**config.mk**
```make
export PLATFORM = sky130hd
export DESIGN_NAME = branch_ctrl
export DESIGN_NICKNAME = d
export VERILOG_FILES = /design/src/rtl/branch_ctrl_pkg.sv /design/src/rtl/branch_ctrl_comp.sv /design/src/rtl/branch_ctrl.sv
export SDC_FILE = /design/constraint.sdc
export NUM_CORES = 1
export LEC_CHECK = 0
export BUFFER_PORTS_ARGS = -buffer_cell sky130_fd_sc_hd__buf_2
export CORE_MARGIN = 8
export CORE_UTILIZATION = 56
export CTS_BUF_LIST = sky130_fd_sc_hd__clkbuf_8 sky130_fd_sc_hd__clkbuf_16
export DETAILED_ROUTE_END_ITERATION = 8
export PLACE_DENSITY = 0.82
export SYNTH_ARGS = -nofsm -noshare
export SYNTH_HDL_FRONTEND = slang
export SYNTH_SLANG_ARGS = --single-unit
```
**constraint.sdc**
```tcl
create_clock -name clk -period 4.7 [get_ports clk]
set_clock_uncertainty 0.1 [all_clocks]
set_input_delay 0.705 -clock clk [delete_from_list [all_inputs] [get_ports clk]]
set_output_delay 0.705 -clock clk [all_outputs]
set_load 0.01 [all_outputs]
```
**src/rtl/branch_ctrl_pkg.sv**
```systemverilog
// Shared CPU definitions for branch resolution: FSM states, branch op codes
// and RISC-V branch funct3 encodings.
package branch_ctrl_pkg;

  typedef enum logic [1:0] {
    ST_IDLE     = 2'b00,
    ST_EVAL     = 2'b01,
    ST_REDIRECT = 2'b10
  } state_e;

  localparam logic [1:0] OP_BRANCH = 2'b00;
  localparam logic [1:0] OP_JAL    = 2'b01;
  localparam logic [1:0] OP_JALR   = 2'b10;
  localparam logic [1:0] OP_RSVD   = 2'b11;

  localparam logic [2:0] F3_BEQ  = 3'b000;
  localparam logic [2:0] F3_BNE  = 3'b001;
  localparam logic [2:0] F3_BLT  = 3'b100;
  localparam logic [2:0] F3_BGE  = 3'b101;
  localparam logic [2:0] F3_BLTU = 3'b110;
  localparam logic [2:0] F3_BGEU = 3'b111;

endpackage

```
**src/rtl/branch_ctrl_comp.sv**
```systemverilog
// Operand comparator shared by all conditional branches: equality plus
// less-than, signed or unsigned as selected by brun_sel.
module branch_comp (
  input  logic [31:0] a,
  input  logic [31:0] b,
  input  logic        brun_sel,
  output logic        eq,
  output logic        lt
);

  logic signed [31:0] a_s;
  logic signed [31:0] b_s;

  assign a_s = a;
  assign b_s = b;
  assign eq  = (a == b);
  assign lt  = brun_sel ? (a < b) : (a_s < b_s);

endmodule

```
**src/rtl/branch_ctrl.sv**
```systemverilog
// Branch/jump resolution controller: captures a request, evaluates it one
// cycle later, then raises a fetch redirect held until acknowledged.
module branch_ctrl
  import branch_ctrl_pkg::*;
#(
  parameter int CNT_W = 16
) (
  input  logic             clk,
  input  logic             rst_n,
  input  logic             br_valid,
  output logic             br_ready,
  input  logic [1:0]       br_op,
  input  logic [2:0]       br_funct3,
  input  logic [31:0]      br_pc,
  input  logic [31:0]      br_imm,
  input  logic [31:0]      rs1_data,
  input  logic [31:0]      rs2_data,
  output logic             redirect_valid,
  output logic [31:0]      redirect_pc,
  input  logic             redirect_ack,
  output logic             flush,
  output logic             resolve_valid,
  output logic             resolve_taken,
  output logic             illegal,
  output logic             misalign,
  input  logic             cnt_clr,
  output logic [CNT_W-1:0] br_count,
  output logic [CNT_W-1:0] taken_count
);

  function automatic logic [CNT_W-1:0] sat_inc(input logic [CNT_W-1:0] v);
    return (&v) ? v : v + {{(CNT_W-1){1'b0}}, 1'b1};
  endfunction

  state_e      state;
  logic [1:0]  op_p0;
  logic [2:0]  f3_p0;
  logic [31:0] pc_p0, imm_p0, rs1_p0, rs2_p0;
  logic        eq, lt;
  logic        cond, ill, mis, take;
  logic [31:0] target;

  assign br_ready = (state == ST_IDLE);

  // Stage p0: request capture (data only, no reset needed)
  always_ff @(posedge clk) begin
    if (br_valid && br_ready) begin
      op_p0  <= br_op;
      f3_p0  <= br_funct3;
      pc_p0  <= br_pc;
      imm_p0 <= br_imm;
      rs1_p0 <= rs1_data;
      rs2_p0 <= rs2_data;
    end
  end

  branch_comp u_comp (
    .a        (rs1_p0),
    .b        (rs2_p0),
    .brun_sel (f3_p0[1]),
    .eq       (eq),
    .lt       (lt)
  );

  always_comb begin
    cond = 1'b0;
    ill  = 1'b0;
    case (op_p0)
      OP_BRANCH: begin
        case (f3_p0)
          F3_BEQ:  cond = eq;
          F3_BNE:  cond = !eq;
          F3_BLT:  cond = lt;
          F3_BGE:  cond = !lt;
          F3_BLTU: cond = lt;
          F3_BGEU: cond = !lt;
          default: ill  = 1'b1;
        endcase
      end
      OP_JAL, OP_JALR: cond = 1'b1;
      default:         ill  = 1'b1;
    endcase
    target = (op_p0 == OP_JALR) ? ((rs1_p0 + imm_p0) & ~32'd1) : (pc_p0 + imm_p0);
    mis    = cond && target[1];
    take   = cond && !mis;
  end

  // Stage p1: resolution pulses and redirect state
  always_ff @(posedge clk or negedge rst_n) begin
    if (!rst_n) begin
      state          <= ST_IDLE;
      redirect_valid <= 1'b0;
      redirect_pc    <= 32'd0;
      flush          <= 1'b0;
      resolve_valid  <= 1'b0;
      resolve_taken  <= 1'b0;
      illegal        <= 1'b0;
      misalign       <= 1'b0;
    end else begin
      flush         <= 1'b0;
      resolve_valid <= 1'b0;
      resolve_taken <= 1'b0;
      illegal       <= 1'b0;
      misalign      <= 1'b0;
      case (state)
        ST_IDLE: begin
          if (br_valid) state <= ST_EVAL;
        end
        ST_EVAL: begin
          resolve_valid <= 1'b1;
          resolve_taken <= take;
          illegal       <= ill;
          misalign      <= mis;
          if (take) begin
            state          <= ST_REDIRECT;
            redirect_valid <= 1'b1;
            redirect_pc    <= target;
            flush          <= 1'b1;
          end else begin
            state <= ST_IDLE;
          end
        end
        ST_REDIRECT: begin
          if (redirect_ack) begin
            state          <= ST_IDLE;
            redirect_valid <= 1'b0;
          end
        end
        default: state <= ST_IDLE;
      endcase
    end
  end

  // Stage p2: statistics, clear has priority over the increment
  always_ff @(posedge clk or negedge rst_n) begin
    if (!rst_n) begin
      br_count    <= '0;
      taken_count <= '0;
    end else if (cnt_clr) begin
      br_count    <= '0;
      taken_count <= '0;
    end else begin
      if (resolve_valid) br_count    <= sat_inc(br_count);
      if (resolve_taken) taken_count <= sat_inc(taken_count);
    end
  end

endmodule

```
# == After elaboration in Yosys (flattened, before gate mapping) ==
# Cells that the tools add are included.
# classes
n_eq_ne,15
n_addsub,4
mux,25
reduce_logical,23
n_lt_le_gt_ge,2
# op_table
operator,n
$mux W16,6
$add A32 B32 Y32,2
$lt A32 B32 Y1,2
$add A16 B1 Y16 const B,2
$eq A32 B32 Y1,1
$mux W32,1
$reduce_and A16 Y1,2
$eq A3 B3 Y1 const B,4
$mux W1,10
$ne A2 B2 Y1 const B,5
$reduce_and A2 Y1,4
$mux W2,3
$pmux W1 S2,3
$pmux W2 S3,1
$reduce_bool A2 Y1,3
$reduce_or A2 Y1,3
$reduce_or A6 Y1,1
$eq A2 B1 Y1 const B,2
$eq A2 B2 Y1 const B,2
$logic_not A2 Y1,2
$pmux W1 S4,1
$eq A3 B1 Y1 const B,1
$logic_and A1 B1 Y1,3
$logic_not A1 Y1,3
2 further kinds,2
# word_totals
wordCells,85
ff_bits,205
out_inout_bits,71
in_bits,138

# == Depth between registers and ports, before layout ==
# depth
word_depth,10
ltp_mapped,14
mapped_depth_nobuf,13

# == Cells and area by module ==
# From an unflattened synthesis, not the netlist that was laid out.
# hier_totals
cells_unflattened,1090
hier_area_um2,11701.2
# modules_own_cells
mod,seq_area_each_um2,area_each_um2,n_inst,cells_per_inst
branch_ctrl,5770.5,10886.7,1,978
branch_comp,0.0,814.5,1,112

# == Least setup slack after synthesis ==
# No wires, ideal clock.
# synth_timing
kind,in2reg
from,input br_valid
to,"register f3_p0[0], enable pin"
arrival_time_ps,3749
setup_time_ps,508
path_slack_ps,343
path_buffers,0
required_ps,4092
path_stages,1
path_cell_list,and2_1
# synth_between
elab_chain_cells,1
# synth_lines
element,line_no,source
"start, declared",branch_ctrl.sv:10,"input logic br_valid,"
$logic_and A1 B1 Y1,branch_ctrl.sv:47,if (br_valid && br_ready) begin
"end signal, assigned",branch_ctrl.sv:49,f3_p0 <= br_funct3;
"end, declared",branch_ctrl.sv:37,logic [2:0] f3_p0;
# No other way between the ends.
# A chain may end at the register's enable or synchronous reset.

# == Final worst setup path ==
# layout_timing
from,register rs1_p0[31]
to,register redirect_pc[20]
# layout_between
elab_chain_cells,9
word_cells_on_any_way,12
cone_classes,order compare: 2; eq/ne: 1; mux: 3; reduce/logical: 6
# layout_lines
element,line_no,source
"start, declared",branch_ctrl.sv:38,"logic [31:0] pc_p0, imm_p0, rs1_p0, rs2_p0;"
"start signal, assigned",branch_ctrl.sv:52,rs1_p0 <= rs1_data;
$lt A32 B32 Y1,branch_ctrl_comp.sv:17,assign lt = brun_sel ? (a < b) : (a_s < b_s);
$mux W1,branch_ctrl_comp.sv:17,
$logic_not A1 Y1,"branch_ctrl.sv:74, branch_ctrl.sv:76",
$pmux W1 S4 (*),branch_ctrl.sv:70,case (f3_p0)
$pmux W1 S2 (*),branch_ctrl.sv:68,case (op_p0)
$logic_and A1 B1 Y1,branch_ctrl.sv:84,mis = cond && target[1];
$logic_not A1 Y1,branch_ctrl.sv:85,take = cond && !mis;
$logic_and A1 B1 Y1 (*),branch_ctrl.sv:85,
$reduce_and A2 Y1 (no line) (*),n/a,
"end signal, assigned",branch_ctrl.sv:117,redirect_pc <= target;
"end, declared",branch_ctrl.sv:19,"output logic [31:0] redirect_pc,"
# Every way passes the cells marked *; elsewhere a longest branch is shown, timed or not.

==> impl_metrics.ini <==
[place]
dp_cells = 1449
port_buffers = 208
hpwl_um = 20600
gp_congestion = 0.947

[power]
p_comb_share_pct = 29.3
p_per_area_nw_per_um2 = 448
p_int_w = 0.00404
p_seq_share_pct = 41.1
leakagePower_nw = 5.89
power_frac_clock_pct = 29.6
switching_share_pct = 31.9
p_sw_w = 0.00189
vdd_drop_max_uv = 393

[synth]
syn_nets = 1227
synth_seq_area_share_pct = 51.7
synth_ff_type = edfxtp_1
yosysWarnings = 0
synth_cell_types = 66
synth_seq_cells = 204
postSynthCellCount = 989
syn_area_um2 = 11200
async_flop_share_pct = 34.8
synth_edf_count = 133
syn_avg_cell_area_um2 = 11.3

[cts]
cts_resized = 0
cts_buffers = 23
cts_root_buffer = clkbuf_16
cts_tree = yes
clock_latency_ps = 510
cts.sinks = 204
postCtsSetupRepairBufs = 0
postCtsHoldBufs = 0
cts-htree-levels = 1
clkSlewWorstSetupHoldPaths_ps = 60
cts_buffer_depth = 3

[sta]
grt_setup_unrepaired = no
final.period_utilization_pct = 81.9
min_period_ps = 3850
worst_pin_slew_ps = 890
setup_viol = 0
slew_viol_final = 0
timing.fmax_ghz = 0.260
finalHoldViolCount = 0
slew_headroom_pct = 40.6
finalSetupTns_ps = 0

[outcome]
status = finished, final reports clean

[die]
die_w_um = 157
core_um2 = 19500
io_pins = 209
start_util_pct = 57.2
dieArea_um2 = 24700
die_h_um = 157
rows = 51

[route]
wl_per_cell_um = 17.9
vias_per_cell = 5.63
vias = 8390
drt_iter0_drc = 648
wl_um = 26600
dr.pass1.iters = 5
postRouteAntennaNets = 0
drcViolationCount = 0

[flow_run]
maxCapViolCount = 0

[global_route]
grt_pass1_vias = 8472
grt-ovfl-total = 0
grt_antenna_before_repair = 0
grt_max_degree = 72
track_usage_pct = 21.2
grt_pass1_wl_um = 42100

[final_layout]
syn2layout_area_growth_pct = 18.7
layout.cells.most_common = buf_2
finalNetCount = 1447
drive_gt1_share_pct = 21.8
finalNonFillerCells = 1489
antenna_cells = 0
mostFrequentLayoutCells = buf_2, edfxtp_1, ha_1

[setup_path]
r2r_start = rs1_p0[31]
ff2ff_path_depth = 10
cp-end-kind = flop
worstReg2RegEnd = redirect_pc[20]
path_max_fanout = 32
crit_arrival_ps = 4140
reg2reg_setup_slack_ps = 850
start_kind = flop
worstPathRequired_ps = 4990
crit_type = flop to flop

[hold_path]
hold_path.class = input port to asynchronous set/reset pin
[through the flow]
stage                     setup slack [ps]  total power (W)  hold WS [ps]  utilization, %  instance area, µm²
after floorplan                        343          0.00358           309               -               11200
after global placement                 946          0.00413           362            64.1               12500
after detailed placement               841          0.00419           374            64.1               12500
after CTS                              815          0.00597           243            67.9               13300
after global routing                   550          0.00626           245            67.9               13300
final                                  851          0.00594           216            67.9               13300
[kinds of logic after synthesis]
kind of cell,synth area share (%)
compound gates,13.3
xor+xnor,6.35
fa+ha+maj,11.3
buf+inv,2.55
flops,51.7
mux,3.63
simple gates,11.1
[power by group through the flow]
stage                     combinational (W)  clock (W)  sequential (W)
final                               0.00174    0.00176         0.00244
after CTS                           0.00173    0.00180         0.00244
after floorplan                     0.00110          0         0.00248
after detailed placement            0.00172          0         0.00247
after global placement              0.00167          0         0.00246
after global routing                0.00193    0.00187         0.00246
[worst max-delay path, stage by stage (launching register included)]
cell	delay, ps
edfxtp_1	410
ha_1	370
nand4_1	190
nor4_1	640
o31a_1	260
o21ai_1	90
o21a_1	190
o31ai_1	310
nand3b_1	190
inv_2	540
mux2_2	410
[metal layers]
layer,GRT usage (%),routed length [µm],vias up
li1,-,-,4085
met1,26.6,11200,3926
met2,36.4,12600,328
met3,4.22,2010,51
met4,6.62,782,0
met5,0,0,-
[area by class of cell]
type                    instances  area (µm²)
well taps                     265         332
repair buffers                211        1080
inverters                      58         218
fillers                      1486        6270
clock buffers                  24         589
clock inverters                16         156
flip-flops and latches        204        5770
multi-input cells             711        5120
[state kept, by name, indices dropped and copies added (netlist names)]
name	cells
taken_count	16
redirect_valid	1
rs2_p0	32
pc_p0	32
rs1_p0	32
state	2
f3_p0	3
op_p0	2
br_count	16
redirect_pc	32
resolve_valid	1
misalign	1
illegal	1
flush	1
imm_p0	32
[Yosys cell counts (all sizes together) (2+ instances only)]
cell / n / area (µm²)
nand3: 18 / 90.1
a211o: 2 / 17.5
nand2: 71 / 267
nand4b: 2 / 17.5
nor4: 3 / 25.0
o31a: 4 / 35.0
o41ai: 2 / 17.5
o21ai: 60 / 300
xnor2: 33 / 289
o21bai: 9 / 67.6
dfrtp: 71 / 1780
nand3b: 3 / 22.5
nor3: 17 / 85.1
ha: 98 / 1230
buf: 6 / 30.0
a21oi: 76 / 384
nor2: 81 / 304
nand2b: 8 / 50.1
xor2: 48 / 420
mux2: 28 / 315
nor2b: 9 / 56.3
edfxtp: 133 / 3990
or4: 2 / 15.0
a21o: 21 / 158
nand4: 20 / 125
and4: 3 / 26.3
a211oi: 8 / 65.1
o21a: 8 / 60.1
a221o: 2 / 20.0
or3: 7 / 43.8
o31ai: 5 / 37.5
fa: 2 / 40.0
a221oi: 3 / 26.3
and2: 6 / 37.5
o2111ai: 3 / 26.3
a31o: 3 / 26.3
o211ai: 8 / 78.8
inv: 58 / 218
mux2i: 9 / 90.1
a31oi: 8 / 50.1
clkbuf: 10 / 37.5
and3: 8 / 50.1
[worst max-delay path by stage]
| stage | end | slack, ps | startpoint |
|---|---|---|---|
| 2_1_floorplan | f3_p0[0] | 340 | br_valid |
| 3_3_place_gp | redirect_pc[20] | 950 | rs1_p0[28] |
| 3_5_place_dp | redirect_pc[26] | 840 | rs1_p0[31] |
| 4_1_cts | redirect_pc[26] | 810 | rs1_p0[31] |
| 5_1_grt | redirect_pc[29] | 550 | rs1_p0[19] |
| 6_report | redirect_pc[20] | 850 | rs1_p0[31] |
No activity file was read; power rests on OpenSTA's default activity.
